===== src/rtl/ahb_fir_pkg.sv =====
// Shared types and constants for the ahb_fir design: AHB encodings and the
// packed instruction layout consumed by ahb_instr_master.
package ahb_fir_pkg;

    localparam int DWIDTH = 32;
    localparam int AWIDTH = 32;
    localparam int IWIDTH = DWIDTH + AWIDTH + 6;

    typedef enum logic [1:0] {
        IDLE   = 2'b00,
        BUSY   = 2'b01,
        NONSEQ = 2'b10,
        SEQ    = 2'b11
    } htrans_t;

    localparam logic [2:0] HSIZE_BYTE  = 3'b000;
    localparam logic [2:0] HSIZE_HALF  = 3'b001;
    localparam logic [2:0] HSIZE_WORD  = 3'b010;
    localparam logic [2:0] HBURST_INCR = 3'b001;

    localparam int I_HWRITE     = IWIDTH - 1;
    localparam int I_HSIZE_MSB  = IWIDTH - 2;
    localparam int I_HSIZE_LSB  = IWIDTH - 4;
    localparam int I_HTRANS_MSB = IWIDTH - 5;
    localparam int I_HTRANS_LSB = IWIDTH - 6;
    localparam int I_ADDR_MSB   = AWIDTH + DWIDTH - 1;
    localparam int I_ADDR_LSB   = DWIDTH;

    typedef struct packed {
        logic              hwrite;
        logic [2:0]        hsize;
        htrans_t           htrans;
        logic [AWIDTH-1:0] addr;
        logic [DWIDTH-1:0] wdata;
    } instr_t;

endpackage


===== src/rtl/ahb_master_dphase.sv =====
// Data-phase tracker for ahb_instr_master: follows the transfer in its data
// phase, drives HWDATA, and produces the read-return strobe and error pulse.
module ahb_master_dphase
    import ahb_fir_pkg::*;
(
    input  logic              clk,
    input  logic              rst_n,
    input  logic              hready,
    input  logic              hresp,
    input  logic [DWIDTH-1:0] hrdata,
    input  logic              ap_valid,
    input  logic              ap_write,
    input  logic [AWIDTH-1:0] ap_addr,
    input  logic [DWIDTH-1:0] ap_wdata,
    output logic              err_first,
    output logic [DWIDTH-1:0] hwdata,
    output logic              amba_wr_flg,
    output logic [AWIDTH-1:0] amba_slv_addr,
    output logic [DWIDTH-1:0] amba_slv_data,
    output logic              amba_err
);

    logic              dp_valid_q, dp_valid_d;
    logic              dp_write_q, dp_write_d;
    logic [AWIDTH-1:0] dp_addr_q, dp_addr_d;
    logic [DWIDTH-1:0] hwdata_q, hwdata_d;
    logic              wr_flg_q, wr_flg_d;
    logic [AWIDTH-1:0] slv_addr_q, slv_addr_d;
    logic [DWIDTH-1:0] slv_data_q, slv_data_d;
    logic              err_q, err_d;
    logic              rd_done;

    always_comb begin
        err_first  = hresp & ~hready;
        rd_done    = hready & ~hresp & dp_valid_q & ~dp_write_q;
        dp_valid_d = dp_valid_q;
        dp_write_d = dp_write_q;
        dp_addr_d  = dp_addr_q;
        hwdata_d   = hwdata_q;
        slv_addr_d = slv_addr_q;
        slv_data_d = slv_data_q;
        wr_flg_d   = rd_done;
        err_d      = err_first;
        if (hready) begin
            dp_valid_d = ap_valid;
            dp_write_d = ap_write;
            dp_addr_d  = ap_addr;
            if (ap_valid && ap_write) begin
                hwdata_d = ap_wdata;
            end
        end
        // An ERROR completion (hresp high) never returns data to the driver.
        if (rd_done) begin
            slv_addr_d = dp_addr_q;
            slv_data_d = hrdata;
        end
    end

    always_ff @(posedge clk or negedge rst_n) begin
        if (!rst_n) begin
            dp_valid_q <= 1'b0;
            dp_write_q <= 1'b0;
            dp_addr_q  <= '0;
            hwdata_q   <= '0;
            wr_flg_q   <= 1'b0;
            slv_addr_q <= '0;
            slv_data_q <= '0;
            err_q      <= 1'b0;
        end else begin
            dp_valid_q <= dp_valid_d;
            dp_write_q <= dp_write_d;
            dp_addr_q  <= dp_addr_d;
            hwdata_q   <= hwdata_d;
            wr_flg_q   <= wr_flg_d;
            slv_addr_q <= slv_addr_d;
            slv_data_q <= slv_data_d;
            err_q      <= err_d;
        end
    end

    assign hwdata        = hwdata_q;
    assign amba_wr_flg   = wr_flg_q;
    assign amba_slv_addr = slv_addr_q;
    assign amba_slv_data = slv_data_q;
    assign amba_err      = err_q;

endmodule


===== src/rtl/ahb_instr_master.sv =====
// AHB-Lite master that issues one pipelined transfer per packed instruction
// from the bench driver and hands completed reads back as a one-cycle strobe.
module ahb_instr_master
    import ahb_fir_pkg::*;
(
    input  logic              clk,
    input  logic              rst_n,
    input  logic              amba_en,
    input  logic [IWIDTH-1:0] amba_instr,
    output logic              instr_rd,
    output logic              amba_wr_flg,
    output logic [AWIDTH-1:0] amba_slv_addr,
    output logic [DWIDTH-1:0] amba_slv_data,
    output logic              amba_err,
    output logic [AWIDTH-1:0] HADDR,
    output logic              HWRITE,
    output logic [2:0]        HSIZE,
    output logic [1:0]        HTRANS,
    output logic [2:0]        HBURST,
    output logic [DWIDTH-1:0] HWDATA,
    input  logic [DWIDTH-1:0] HRDATA,
    input  logic              HREADY,
    input  logic              HRESP
);

    instr_t            instr;
    logic              err_first;
    logic [AWIDTH-1:0] haddr_q, haddr_d;
    logic              hwrite_q, hwrite_d;
    logic [2:0]        hsize_q, hsize_d;
    htrans_t           htrans_q, htrans_d;
    logic [DWIDTH-1:0] wdata_q, wdata_d;

    always_comb begin
        instr.hwrite = amba_instr[I_HWRITE];
        instr.hsize  = amba_instr[I_HSIZE_MSB:I_HSIZE_LSB];
        instr.htrans = htrans_t'(amba_instr[I_HTRANS_MSB:I_HTRANS_LSB]);
        instr.addr   = amba_instr[I_ADDR_MSB:I_ADDR_LSB];
        instr.wdata  = amba_instr[DWIDTH-1:0];
    end

    assign instr_rd = amba_en & HREADY & ~err_first;

    always_comb begin
        haddr_d  = haddr_q;
        hwrite_d = hwrite_q;
        hsize_d  = hsize_q;
        htrans_d = htrans_q;
        wdata_d  = wdata_q;
        if (HREADY) begin
            if (instr_rd) begin
                haddr_d  = instr.addr;
                hwrite_d = instr.hwrite;
                hsize_d  = instr.hsize;
                htrans_d = instr.htrans;
                wdata_d  = instr.wdata;
            end else begin
                htrans_d = IDLE;
            end
        end else if (err_first) begin
            // The pending address-phase transfer was already acknowledged to
            // the driver; on ERROR it is dropped rather than retried.
            htrans_d = IDLE;
        end
    end

    always_ff @(posedge clk or negedge rst_n) begin
        if (!rst_n) begin
            haddr_q  <= '0;
            hwrite_q <= 1'b0;
            hsize_q  <= '0;
            htrans_q <= IDLE;
            wdata_q  <= '0;
        end else begin
            haddr_q  <= haddr_d;
            hwrite_q <= hwrite_d;
            hsize_q  <= hsize_d;
            htrans_q <= htrans_d;
            wdata_q  <= wdata_d;
        end
    end

    ahb_master_dphase u_dphase (
        .clk           (clk),
        .rst_n         (rst_n),
        .hready        (HREADY),
        .hresp         (HRESP),
        .hrdata        (HRDATA),
        .ap_valid      (htrans_q[1]),
        .ap_write      (hwrite_q),
        .ap_addr       (haddr_q),
        .ap_wdata      (wdata_q),
        .err_first     (err_first),
        .hwdata        (HWDATA),
        .amba_wr_flg   (amba_wr_flg),
        .amba_slv_addr (amba_slv_addr),
        .amba_slv_data (amba_slv_data),
        .amba_err      (amba_err)
    );

    assign HADDR  = haddr_q;
    assign HWRITE = hwrite_q;
    assign HSIZE  = hsize_q;
    assign HTRANS = htrans_q;
    assign HBURST = HBURST_INCR;

endmodule

===== config.mk =====
export PLATFORM = sky130hd
export DESIGN_NAME = ahb_instr_master
export DESIGN_NICKNAME = d
export VERILOG_FILES = /design/src/rtl/ahb_fir_pkg.sv /design/src/rtl/ahb_master_dphase.sv /design/src/rtl/ahb_instr_master.sv
export SDC_FILE = /design/constraint.sdc
export NUM_CORES = 1
export LEC_CHECK = 0
export CORE_MARGIN = 2
export CORE_UTILIZATION = 44
export CTS_BUF_LIST = sky130_fd_sc_hd__clkbuf_4 sky130_fd_sc_hd__clkbuf_8 sky130_fd_sc_hd__clkbuf_16
export DETAILED_ROUTE_END_ITERATION = 7
export GPL_TIMING_DRIVEN = 1
export PLACE_DENSITY = 0.77
export SLEW_MARGIN = 30
export SYNTH_ARGS = -nofsm -noshare
export SYNTH_HDL_FRONTEND = slang
export SYNTH_SLANG_ARGS = --single-unit

===== constraint.sdc =====
create_clock -name clk -period 3.5 [get_ports clk]
set_input_delay 0.525 -clock clk [delete_from_list [all_inputs] [get_ports clk]]
set_output_delay 0.525 -clock clk [all_outputs]
set_load 0.01 [all_outputs]

Yosys cells after proc, flatten, opt, wreduce, memory -nomap -nowiden
Index checks and enable logic that the tools add are counted.

operators by class
  add/sub/neg operators = 0
  multipliers = 0
  divide/modulo/power cells = 0
  order comparisons = 0
  equality and inequality tests = 0
  shift operators = 0
  mux-type cells = 3
  bitwise operators = 10
  reduce and logical (&&, ||, !) cells = 4

operators with widths
  cell                 number
  1-bit bitwise AND    6
  2-bit 2-to-1 mux     3
  1-bit NOT            4
  2-bit AND reduction  2
  2-bit nonzero test   1
  1-bit logical AND    1

storage, ports and cells
  flip-flop bits (word level) = 202
  latch bits = 0
  bits in writable memories = 0
  bits in read-only memories = 0
  input port bits = 107
  output and inout port bits = 140
  logic and storage cells = 30
  memories = 0

Depth between registers and ports, before layout
  depth in word-level cells = 6
  depth in mapped cells = 5

Modules after synthesis
From an unflattened synthesis, not the netlist that was laid out.

unflattened totals
  cells, all modules = 437
  area, all modules = 7,827.5 sq um

by module, submodules not included
  module             times used  cells each  area an instance (sq um)
  ahb_master_dphase  1           279         5,142.4
  ahb_instr_master   1           158         2,685.1

Worst setup path before layout
No wires, ideal clock.

  path kind = in2out
  start point = input port amba_en
  end point = output port instr_rd
  arrival time = 1,071 ps
  data required time = 2,975 ps
  path slack = 1,904 ps
  cell stages on the path = 4
  buffers on the path = 3
  path through = and2_1 buf_2 buf_6 buf_6

on the way
  longest elaborated chain between the ends = 2

RTL lines
  what                             RTL line                RTL
  from (decl)                      ahb_instr_master.sv:8   input logic amba_en,
  1-bit bitwise AND (2 in series)  ahb_instr_master.sv:42  assign instr_rd = amba_en & HREADY & ~err_first;
  to (decl)                        ahb_instr_master.sv:10  output logic instr_rd,

Every way passes these cells.

Worst setup path after layout
Ends and elaborated chain as after synthesis.

==> results_dict.tcl <==
set metrics [dict create \
    worst-setup-path-type "input port to output port" \
    max_cap_violations 0 \
    ys_types 14 \
    holdCritPathClass "input port to async pin" \
    clockPowerShare_pct 27.2 \
    hold_viol 0 \
    regArea_um2 5050 \
    synth-seq-cells 202 \
    tns_ns 0 \
    r2r_start "u_dphase.dp_write_q$_DFFE_PN0P_" \
    track_usage_pct 18.3 \
    drc 0 \
    arrival_ns 1.78 \
    synthTopCellsByArea "dfrtp_1 67%, mux2_2 25%, mux2_1 3.1%" \
    final.min_clock_period_ns 2.31 \
    reg2regPathDepth 3 \
    fin_cells 916 \
    crit_path_start "amba_en" \
    cts_resized 0 \
    fill_cells 1225 \
    netSwitchingFraction_pct 26.1 \
    pwr_density_cell_nw_per_um2 707 \
    p_seq_share_pct 43.6 \
    num_vias 4469 \
    reg2reg_to "u_dphase.amba_slv_data[3]$_DFFE_PN0P_" \
    rows 47 \
    switchingPower_mw 2.00 \
    grt_pass1_wl_um 26700 \
    diodes 0 \
    grt_busiest_layer "met2" \
    slowest_stage "clkdlybuf4s50_1" \
    start_util_pct 45.3 \
    cts_max_level 1 \
    clock_path_buffers 3 \
    dr.first_iter.drc_count 135 \
    globalRouteMet3Util_pct 7.86 \
    crit_path_max_incr_delay_ns 0.58 \
    synth_ff_type "dfrtp_1" \
    clock-skew-final_ns 0.0117 \
    r2r_slack_ns 1.71 \
    ios 247 \
    first_pass_iters 4 \
    post-route-period-util_pct 65.9 \
    cpMostUsedCell "clkdlybuf4s50_1" \
    antenna_found_initial 0 \
    grt_pass1_vias 5137 \
    synth_area_leader_cell "dfrtp_1" \
    clock-root-buffer "clkbuf_16" \
    post-cts-setup-buffers 0 \
    use_met2_pct 32.2 \
    numCtsBuffers 21 \
    fmax_mhz 433 \
    detail_route.wl_per_cell_um 18.3 \
    coreArea_um2 16700 \
    yosysMostFrequentCell "dfrtp_1" \
    grt_overflow 0 \
    worstPathMaxFanout 3 \
    drtAntennaViolNets 0 \
    intPower_mw 5.66 \
    cp_data_required_time_ns 2.97 \
    worstSkewPairLatency_ns 0.49 \
    cts.sinks 202 \
    nNetsFinal 791 \
    syn_inst 435 \
    slew_headroom_pct 55.9 \
    max-vdd-ir-drop_v 0.000478 \
    dp.cells 881 \
    combPwrFrac_pct 29.2 \
    syn2layout_area_growth_pct 43.1 \
    syn_area_per_cell_um2 17.4 \
    io_buffers 243 \
    synth_seq_area_share_pct 66.8 \
    synthTopCellsByCount "202 x dfrtp_1, 168 x mux2_2, 21 x mux2_1" \
    grt_max_degree 83 \
    tightest_slew_ns 0.661 \
    yosysWarningCount 0 \
    die_h_um 135 \
    die_x_um 135 \
    avgViaCountPerCell 4.88 \
    start_kind "input port" \
    routabilityCongestion 0.732 \
    netlist_area_um2 7570 \
    grt_use_met1_pct 20.6 \
    cts_tree "done" \
    clkSlewWorstSetupHoldPaths_ns 0.06 \
    routed_wl_um 16700 \
    synth_edf_count 0 \
    p_leak_nw 4.65 \
    setup_violations 0 \
    outcome "completed" \
    multi_input_area_um2 2330 \
    endpoint_kind "output port" \
    ctsHoldBuffers 0 \
    crit_chain "clkdlybuf4s50_1 -> and2_4 -> clkdlybuf4s50_1" \
    dpl.hpwl_um 11800 \
    rsz0062_at_grt "false" \
    die_area_um2 18300 \
    drive_above_1_share_pct 32.2 \
    synth_top_area_share_pct 66.8 \
    synth-async-reset-ratio_pct 100 \
    maxSlewViolCount 0 \
]
[logic make-up after synthesis]
kind of cell | after synthesis | share of synthesized area, %
buffers and inverters | 26 | 2.51
AND/OR/NAND/NOR | 5 | 0.446
other | 2 | 0.0992
flip-flops | 202 | 66.8
AO/OA/AOI/OAI | 2 | 0.264
multiplexers | 198 | 29.9
[worst max path at each step]
stage / to / cells past startpoint
2_1_floorplan: instr_rd / 4
3_3_place_gp: u_dphase.amba_slv_addr[12]$_DFFE_PN0P_ / 4
3_5_place_dp: u_dphase.amba_slv_data[3]$_DFFE_PN0P_ / 4
4_1_cts: instr_rd / 3
5_1_grt: instr_rd / 3
6_report: instr_rd / 3
[placed cells by master, fill, tap and decap left out]
| cell type | instances |
|---|---|
| and2_4 | 1 |
| clkinv_2 | 4 |
| clkbuf_4 | 3 |
| clkdlybuf4s50_1 | 241 |
| nand3_1 | 1 |
| nor2b_1 | 1 |
| inv_6 | 1 |
| clkinvlp_4 | 1 |
| a32o_1 | 2 |
| buf_12 | 2 |
| buf_2 | 1 |
| conb_1 | 3 |
| dfrtp_1 | 202 |
| clkbuf_8 | 6 |
| mux2_4 | 9 |
| buf_4 | 6 |
| clkbuf_16 | 21 |
| mux2_1 | 21 |
| and4bb_4 | 1 |
| mux2_2 | 168 |
| nor2_1 | 1 |
[power by group through the flow]
stage               sequential [mW]  combinational, mW  clock, mW
global route                   3.43               2.39       2.24
CTS                            3.35               2.28       2.15
global placement               3.34               2.21          0
finish                         3.34               2.24       2.09
floorplan                      3.57              0.617          0
detailed placement             3.38               2.26          0
[flip-flops by register name, summed over array words and instances, names as in the netlist]
register                count
HADDR                      32
u_dphase.amba_slv_addr     32
u_dphase.amba_slv_data     32
u_dphase.dp_addr_q         32
u_dphase.hwdata            32
wdata_q                    32
HSIZE                       3
HTRANS                      2
HWRITE                      1
u_dphase.amba_err           1
u_dphase.amba_wr_flg        1
u_dphase.dp_valid_q         1
u_dphase.dp_write_q         1
[worst max-delay path: cells and delay by family]
kind	cells	cell delay [ns]
buffers and inverters	2	1.09
and+or+nand+nor	1	0.16
[layer usage]
metal  routed length, um  share of wire, %
met5                   0                 0
met4                 319               1.9
met3                1880                11
met2                8380                50
met1                6170                37
[area by class of cell]
type | instances | share of cell area [%]
timing repair buffer | 251 | 23.2
sequential | 202 | 46.7
clock buffer | 29 | 5.69
multi-input combinational | 208 | 21.5
tap | 220 | 2.54
clock inverter | 6 | 0.335
[per-stage QoR]
stage	total power [mW]	setup slack (ns)	util (%)	area, um2	hold slack [ns]
final	7.66	1.19	64.9	10800	0.0719
after CTS	7.78	1.17	64.9	10800	0.0895
after global placement	5.55	1.15	61.0	10200	0.466
after global routing	8.06	1.15	64.9	10800	0.121
after floorplan	4.19	1.90	-	7570	0.229
after detailed placement	5.64	1.11	61.0	10200	0.478
Power figures use the tool's default switching activity.
